## config.mk

```make
export PLATFORM = sky130hd
export DESIGN_NAME = cnt8_ns_fsm
export DESIGN_NICKNAME = d
export VERILOG_FILES = /design/src/rtl/cnt8_ns_fsm_pkg.sv /design/src/rtl/cla8.sv /design/src/rtl/cnt8_ns_fsm.sv
export SDC_FILE = /design/constraint.sdc
export NUM_CORES = 1
export LEC_CHECK = 0
export CAP_MARGIN = 20
export CORE_UTILIZATION = 47
export CTS_CLUSTER_DIAMETER = 50
export DETAILED_ROUTE_END_ITERATION = 8
export GPL_TIMING_DRIVEN = 0
export HOLD_SLACK_MARGIN = 0.1
export PLACE_DENSITY_LB_ADDON = 0.08
export SYNTH_ARGS = -nofsm -noshare
export SYNTH_HDL_FRONTEND = slang
export SYNTH_SLANG_ARGS = --single-unit
```

## constraint.sdc

```tcl
create_clock -name clk -period 6.7 [get_ports clk]
set_input_delay 2.01 -clock clk [delete_from_list [all_inputs] [get_ports clk]]
set_output_delay 2.01 -clock clk [all_outputs]
set_load 0.05 [all_outputs]
```

## src/rtl/cnt8_ns_fsm_pkg.sv

```systemverilog
// Shared constants for the cnt8 next-state FSM and the counter output logic.
// Holds the state codes and the cla8 operand constants for +1 / -1.
package cnt8_ns_fsm_pkg;

  localparam int unsigned STATE_W = 3;
  localparam int unsigned DATA_W  = 8;

  localparam logic [STATE_W-1:0] ST_IDLE = 3'b000;
  localparam logic [STATE_W-1:0] ST_LOAD = 3'b001;
  localparam logic [STATE_W-1:0] ST_INC  = 3'b010;
  localparam logic [STATE_W-1:0] ST_INC2 = 3'b011;
  localparam logic [STATE_W-1:0] ST_DEC  = 3'b100;
  localparam logic [STATE_W-1:0] ST_DEC2 = 3'b101;

  // a + 0x00 + 1 = a + 1 ; a + 0xFE + 1 = a - 1 (mod 256)
  localparam logic [DATA_W-1:0] CLA_B_INC = 8'h00;
  localparam logic [DATA_W-1:0] CLA_B_DEC = 8'hFE;
  localparam logic              CLA_CI    = 1'b1;

endpackage

```

## src/rtl/cla8.sv

```systemverilog
// 8-bit carry-lookahead adder built from two 4-bit lookahead groups.
module cla8 (
  input  logic [7:0] i_a,
  input  logic [7:0] i_b,
  input  logic       i_ci,
  output logic [7:0] o_s,
  output logic       o_co
);

  logic [7:0] w_g;
  logic [7:0] w_p;
  logic [8:0] w_c;
  logic       w_gg0;
  logic       w_gp0;

  assign w_g = i_a & i_b;
  assign w_p = i_a ^ i_b;

  // Group 0 carries, fully expanded from i_ci
  assign w_c[0] = i_ci;
  assign w_c[1] = w_g[0] | (w_p[0] & w_c[0]);
  assign w_c[2] = w_g[1] | (w_p[1] & w_g[0]) | (w_p[1] & w_p[0] & w_c[0]);
  assign w_c[3] = w_g[2] | (w_p[2] & w_g[1]) | (w_p[2] & w_p[1] & w_g[0])
                | (w_p[2] & w_p[1] & w_p[0] & w_c[0]);

  assign w_gg0 = w_g[3] | (w_p[3] & w_g[2]) | (w_p[3] & w_p[2] & w_g[1])
               | (w_p[3] & w_p[2] & w_p[1] & w_g[0]);
  assign w_gp0 = &w_p[3:0];
  assign w_c[4] = w_gg0 | (w_gp0 & w_c[0]);

  // Group 1 carries, expanded from the group-0 lookahead carry
  assign w_c[5] = w_g[4] | (w_p[4] & w_c[4]);
  assign w_c[6] = w_g[5] | (w_p[5] & w_g[4]) | (w_p[5] & w_p[4] & w_c[4]);
  assign w_c[7] = w_g[6] | (w_p[6] & w_g[5]) | (w_p[6] & w_p[5] & w_g[4])
                | (w_p[6] & w_p[5] & w_p[4] & w_c[4]);
  assign w_c[8] = w_g[7] | (w_p[7] & w_g[6]) | (w_p[7] & w_p[6] & w_g[5])
                | (w_p[7] & w_p[6] & w_p[5] & w_g[4])
                | (w_p[7] & w_p[6] & w_p[5] & w_p[4] & w_c[4]);

  assign o_s  = w_p ^ w_c[7:0];
  assign o_co = w_c[8];

endmodule

```

## src/rtl/cnt8_ns_fsm.sv

```systemverilog
// Next-state FSM for the 8-bit counter: picks load/inc/dec/idle each cycle
// and keeps a registered shadow of the counter value with wrap/err pulses.
module cnt8_ns_fsm
  import cnt8_ns_fsm_pkg::*;
#(
  parameter logic [STATE_W-1:0] IDLE_STATE = ST_IDLE,
  parameter logic [STATE_W-1:0] LOAD_STATE = ST_LOAD,
  parameter logic [STATE_W-1:0] INC_STATE  = ST_INC,
  parameter logic [STATE_W-1:0] INC2_STATE = ST_INC2,
  parameter logic [STATE_W-1:0] DEC_STATE  = ST_DEC,
  parameter logic [STATE_W-1:0] DEC2_STATE = ST_DEC2
) (
  input  logic              clk,
  input  logic              rst,
  input  logic              load,
  input  logic              inc,
  input  logic              dec,
  input  logic [DATA_W-1:0] d_in,
  output logic [STATE_W-1:0] state,
  output logic [DATA_W-1:0] d_trk,
  output logic              wrap,
  output logic              err
);

  logic [STATE_W-1:0] r_state;
  logic [DATA_W-1:0]  r_d_trk;
  logic               r_wrap;
  logic               r_err;

  logic [STATE_W-1:0] w_nxt_state;
  logic [DATA_W-1:0]  w_nxt_d_trk;
  logic               w_nxt_wrap;
  logic               w_nxt_err;

  logic               w_legal;
  logic               w_inc_only;
  logic               w_dec_only;
  logic [DATA_W-1:0]  w_cla_b;
  logic [DATA_W-1:0]  w_cla_s;
  logic               w_cla_co;

  assign w_legal = (r_state == IDLE_STATE) || (r_state == LOAD_STATE) ||
                   (r_state == INC_STATE)  || (r_state == INC2_STATE) ||
                   (r_state == DEC_STATE)  || (r_state == DEC2_STATE);

  assign w_inc_only = inc & ~dec;
  assign w_dec_only = dec & ~inc;

  // Operand select kept outside the next-state block to avoid a comb loop
  assign w_cla_b = w_dec_only ? CLA_B_DEC : CLA_B_INC;

  cla8 u_cla8 (
    .i_a  (r_d_trk),
    .i_b  (w_cla_b),
    .i_ci (CLA_CI),
    .o_s  (w_cla_s),
    .o_co (w_cla_co)
  );

  // Next state and next registered outputs
  always_comb begin
    w_nxt_state = IDLE_STATE;
    w_nxt_d_trk = 8'h00;
    w_nxt_wrap  = 1'b0;
    w_nxt_err   = 1'b0;

    if (!w_legal) begin
      w_nxt_err = 1'b1;
    end else if (load) begin
      w_nxt_state = LOAD_STATE;
      w_nxt_d_trk = d_in;
    end else if (w_inc_only) begin
      w_nxt_state = (r_state == INC_STATE) ? INC2_STATE : INC_STATE;
      w_nxt_d_trk = w_cla_s;
      w_nxt_wrap  = w_cla_co;
    end else if (w_dec_only) begin
      w_nxt_state = (r_state == DEC_STATE) ? DEC2_STATE : DEC_STATE;
      w_nxt_d_trk = w_cla_s;
      // a + 0xFF carries out for every a except 0x00, which borrows to 0xFF
      w_nxt_wrap  = ~w_cla_co;
    end else if (inc & dec) begin
      w_nxt_err = 1'b1;
    end
  end

  always_ff @(posedge clk) begin
    if (rst) begin
      r_state <= IDLE_STATE;
      r_d_trk <= 8'h00;
      r_wrap  <= 1'b0;
      r_err   <= 1'b0;
    end else begin
      r_state <= w_nxt_state;
      r_d_trk <= w_nxt_d_trk;
      r_wrap  <= w_nxt_wrap;
      r_err   <= w_nxt_err;
    end
  end

  assign state = r_state;
  assign d_trk = r_d_trk;
  assign wrap  = r_wrap;
  assign err   = r_err;

endmodule

```

### After elaboration in Yosys (flattened, before gate mapping)

Index checks and enable logic that the tools add are counted.

* register bits: 13
* bits of input ports: 13

* eq/ne operators: 5
* muxes and demuxes: 16
* bitwise gates (word level): 57
* reductions and logical operators: 9

Operator list (count)
* 2-to-1 mux 8 bit: 4
* AND 1 bit: 30
* OR 1 bit: 20
* bitwise XOR 8 bit: 2
* 2-to-1 mux 1 bit: 10
* AND 8 bit: 1
* equality test 3 x 2 -> 1 bit, second input constant: 2
* equality test 3 bit, second input constant: 2
* 2-to-1 mux 3 bit: 2
* logical OR 1 bit: 5
* NOT 1 bit: 4
* AND reduction 4 bit: 1
* equality test 3 x 1 -> 1 bit, second input constant: 1
* zero test 3 bit: 1
* OR reduction 3 bit: 1
* OR reduction 2 bit: 1

### Logic depth before layout (Yosys ltp)

* word-level depth: 15
* gate-level depth with buffers: 14
* depth with buffers taken out: 13

### Hierarchy

From an unflattened synthesis, not the netlist that was laid out.

* cells, all modules: 94
* area total of the unflattened synthesis: 819.5 um2

By module, submodules not included
* cnt8_ns_fsm: times used 1, cells each 57, area an instance 504.2 um2
* cla8: times used 1, cells each 37, area an instance 315.3 um2

### Worst setup path before layout

OpenSTA, ideal clock, no wires.

* path type: input-to-reg
* start point: input port dec
* end point: register r_d_trk[5], in the netlist d_trk[5]
* data arrival time: 4029 ps
* path slack: 2553 ps
* cell stages on the path: 14
* cells stage by stage: nor2b_2 buf_6 inv_2 xnor2_1 ha_1 nor3_1 nor2_1 o21ai_0 fa_1 xnor2_1 mux2i_1 nor2_1 a21oi_1 nor2_1

* word-level cells in the longest chain between the ends: 14

Ends and longest elaborated chain
* start: declaration: line cnt8_ns_fsm.sv:17 `input logic dec,`
* AND 1 bit: line cnt8_ns_fsm.sv:47 `assign w_dec_only = dec & ~inc;`
* 2-to-1 mux 8 bit: line cnt8_ns_fsm.sv:50 `assign w_cla_b = w_dec_only ? CLA_B_DEC : CLA_B_INC;`
* bitwise XOR 8 bit or AND 8 bit (tied branches): line cla8.sv:17, cla8.sv:16
* AND 1 bit, on equally long branches: line cla8.sv:26, cla8.sv:27
* OR 1 bit (tied with other cells): line cla8.sv:26 `assign w_gg0 = w_g[3] | (w_p[3] & w_g[2]) | (w_p[3] & w_p[2] & w_g[1])`
* OR 1 bit or AND 1 bit (tied branches): line cla8.sv:26, cla8.sv:27
* OR 1 bit: line cla8.sv:27 `| (w_p[3] & w_p[2] & w_p[1] & w_g[0]);`
* OR 1 bit: line cla8.sv:29 `assign w_c[4] = w_gg0 | (w_gp0 & w_c[0]);`
* AND 1 bit: line cla8.sv:32 `assign w_c[5] = w_g[4] | (w_p[4] & w_c[4]);`
* OR 1 bit: line cla8.sv:32
* bitwise XOR 8 bit: line cla8.sv:40 `assign o_s = w_p ^ w_c[7:0];`
* 2-to-1 mux 8 bit: line cnt8_ns_fsm.sv:76 `end else if (w_dec_only) begin`
* 2-to-1 mux 8 bit *: line cnt8_ns_fsm.sv:72 `end else if (w_inc_only) begin`
* 2-to-1 mux 8 bit *: line cnt8_ns_fsm.sv:69 `end else if (load) begin`
* end signal: assignment: line cnt8_ns_fsm.sv:94 `r_d_trk <= w_nxt_d_trk;`
* end: declaration: line cnt8_ns_fsm.sv:26 `logic [DATA_W-1:0] r_d_trk;`

Mark *: on every way between the ends. The rest lies on a longest branch, timed or not.
A chain may end at the register's enable or synchronous reset.

### Final worst setup path

Ends and elaborated chain as after synthesis.

==> summary.txt <==
Status
  – Outcome: completed

Global routing
  – Vias in the first global route: 653
  – Antenna violations before repair: 0
  – Gr ovfl total: 0
  – Largest net degree at the start of global routing: 12
  – Total GRT Usage: 19.5%
  – First-pass GRT wire length: 2700 µm

Yosys
  – Register area share after synthesis: 33.0%
  – Ys async rst share: 0%
  – Post-synth EDFFs: 0
  – Top cell type by total area after synthesis: dfxtp_1
  – Top cells by area, synth: dfxtp_1, nor2_1, ha_1
  – Post-synthesis cell type count: 35
  – Mean Syn Cell Area: 8.86 µm²
  – Register bit total from synthesis: 13
  – Syn Nets: 106
  – Mapped Area: 788 µm²
  – Cell count after synthesis: 89
  – Synth Warn #: 0
  – Top_reg_cell synth: dfxtp_1
  – Count leader, synth: dfxtp_1
  – Area share of the largest cell type after synthesis: 33.0%
  – Synth cell count leaders: dfxtp_1, nor2_1, a21oi_1, nand2_1, nor3_1

Worst setup path
  – Startpoint types: input pin
  – Cell family with most CP delay: buffers and inverters
  – CP Cell Sequence: clkdlybuf4s50_1, nor2b_2, buf_6, inv_2, xnor2_1, ha_1, nor3_1, nor2_1, o21ai_0, fa_1, xnor2_1, mux2i_1, nor2_1, a21oi_1, nor2_1
  – Critical path peak fanout: 11
  – Delay of the slowest critical-path stage: 510 ps
  – CP max stage cell: clkdlybuf4s50_1
  – Worst setup EP type: flop
  – WP data arrival: 4740 ps
  – CP most frequent cell: nor2_1
  – Crit path kind: in2reg
  – WP buf/inv: 3
  – Critical Path RT: 6870 ps

Min path
  – Hold WC Path Type: reg2reg

Placed design
  – DP HPWL: 1330 µm
  – Routability cong.: 0.767
  – IO buf count: 25

Drt
  – DRC: 0
  – Via density per instance: 5.53
  – WL per Instance: 12.9 µm
  – Total iterations of the first detailed-routing run: 4
  – Via count: 741
  – Post-DRT Antenna Nets: 0
  – Routed wire length: 1730 µm
  – DR iter-0 viols: 15

Pwr
  – Clk network pwr share: 25.0%
  – Switching power share of the total: 33.7%
  – P per Cell Area: 186 mW/mm²
  – Flop pwr share: 42.9%
  – Comb pwr share: 32.1%
  – Psw: 68.0 µW
  – Power, Total: 202 µW
  – P_int: 134 µW
  – VDD IR max: 120 µV
  – LEAKAGE: 0.425 nW

Floorplanning
  – Starting Density: 51.1%
  – Ports: 26
  – Core Area: 0.00154 mm²
  – Rows: 14
  – Die width: 43.0 µm
  – Die Y: 43.0 µm
  – Die footprint: 0.00184 mm²

Finish
  – Share of post-route cells with drive strength above 1: 10.2%
  – # nets final: 136
  – Area Overhead vs Synth: 37.6%
  – Diodes inserted: 0

Clocking
  – Clock latency at the later pin of the worst-skew pair: 280 ps
  – Clock root buffer: clkbuf_4
  – CTS H-tree depth: 1
  – Post-CTS setup buffer count: 0
  – CTS tree: yes
  – Post-CTS sizing: 0
  – Clock Pin Slew Worst Setup and Hold Paths: 80 ps
  – CTS Buf Count: 3
  – Clock Sinks: 13
  – CTS max path bufs: 2
  – Post-CTS Hold Fix Bufs: 0

Timing
  – RSZ-0062 raised after global routing: no
  – Final Hold Fails: 0
  – Setup TNS: 0 ps
  – Actual slew at the worst max-slew pin: 493 ps
  – Relative slew slack: 67.0%
  – Fin crit share: 68.1%
  – Achievable frequency: 219 MHz
  – Final setup fails: 0
  – Final Max Tran Viols: 0
  – Clock skew: 2.33 ps
  – Minimum clock period: 4560 ps

Job
  – Number of max-cap violations: 0
## logic make-up (layout without fill, tap and decap cells)
| family | after synthesis | count (layout) | synth area share, % |
|---|---|---|---|
| DFF | 13 | 13 | 33.0 |
| adders and majority gates | 4 | 4 | 7.30 |
| AOI/OAI and AO/OA | 21 | 21 | 20.8 |
| and+or+nand+nor | 39 | 39 | 25.9 |
| muxes | 2 | 2 | 3.17 |
| xor gates and xnor gates | 5 | 5 | 5.56 |
| buffers and inverters | 5 | 34 | 4.28 |
## path summary, 6_finish.rpt
kind                               start       end  slack [ps]  depth (start not counted)
worst max-delay path                 dec  d_trk[5]        2140                         15
worst min-delay path            state[2]       err         520                          2
worst max register to register  d_trk[1]  d_trk[5]        4270                         11
worst min register to register  state[2]       err         520                          2
## worst reg2reg max path, cell delays in order, from the launching register on
cell and delay, ps:
dfxtp_1 510, xnor2_1 160, ha_1 320, nor3_1 100
nor2_1 100, o21ai_0 110, fa_1 400, xnor2_1 180
mux2i_1 210, nor2_1 60, a21oi_1 130, nor2_1 50
## state kept, by name, summed over array words and instances, names as in the netlist
register / count
wrap: 1
d_trk: 8
state: 3
err: 1
## placed cells by master, fill, tap and decap left out, types with 4 or more instances in the layout
master and instances:
nand2b_1 4, nor3_1 5, nand2_1 7, a21oi_1 7, dfxtp_1 13, nor2_1 11, xnor2_1 4, clkdlybuf4s50_1 25
## power by group through the flow
stage,logic (mW),clock network (mW),registers (mW)
6_report,0.0648,0.0503,0.0864
5_1_grt,0.0696,0.0548,0.0871
4_1_cts,0.0650,0.0521,0.0865
3_5_place_dp,0.0647,0,0.0882
3_3_place_gp,0.0640,0,0.0881
2_1_floorplan,0.0287,0,0.103
## through the flow
stage / worst slack, ps / cells / util, % / hold slack (ps) / instance area (µm²)
floorplan: 2550 / 89 / - / 732 / 788
global placement: 1940 / 130 / 68.7 / 511 / 1060
detailed placement: 1810 / 130 / 68.7 / 520 / 1060
CTS: 2110 / 134 / 70.4 / 531 / 1080
global route: 1950 / 134 / 70.4 / 568 / 1080
finish: 2140 / 134 / 70.4 / 524 / 1080
## per-layer routing
layer	vias to the layer above	global-route usage, %	part of all wire [%]
met4	0	7.27	1.0
met2	17	31.8	48
met3	2	2.55	4.2
li1	381	-	-
met1	341	26.0	47
met5	-	0	0
## area by class of cell
cell class | count | area, µm²
Multi-Input combinational cell | 71 | 494
Fill cell | 141 | 457
Sequential cell | 13 | 260
Timing Repair Buffer | 25 | 250
Clock buffer | 4 | 26.3
Buffer | 3 | 26.3
Tap cell | 16 | 20.0
Inverter | 2 | 7.51
No activity file was read; power rests on OpenSTA's default activity.
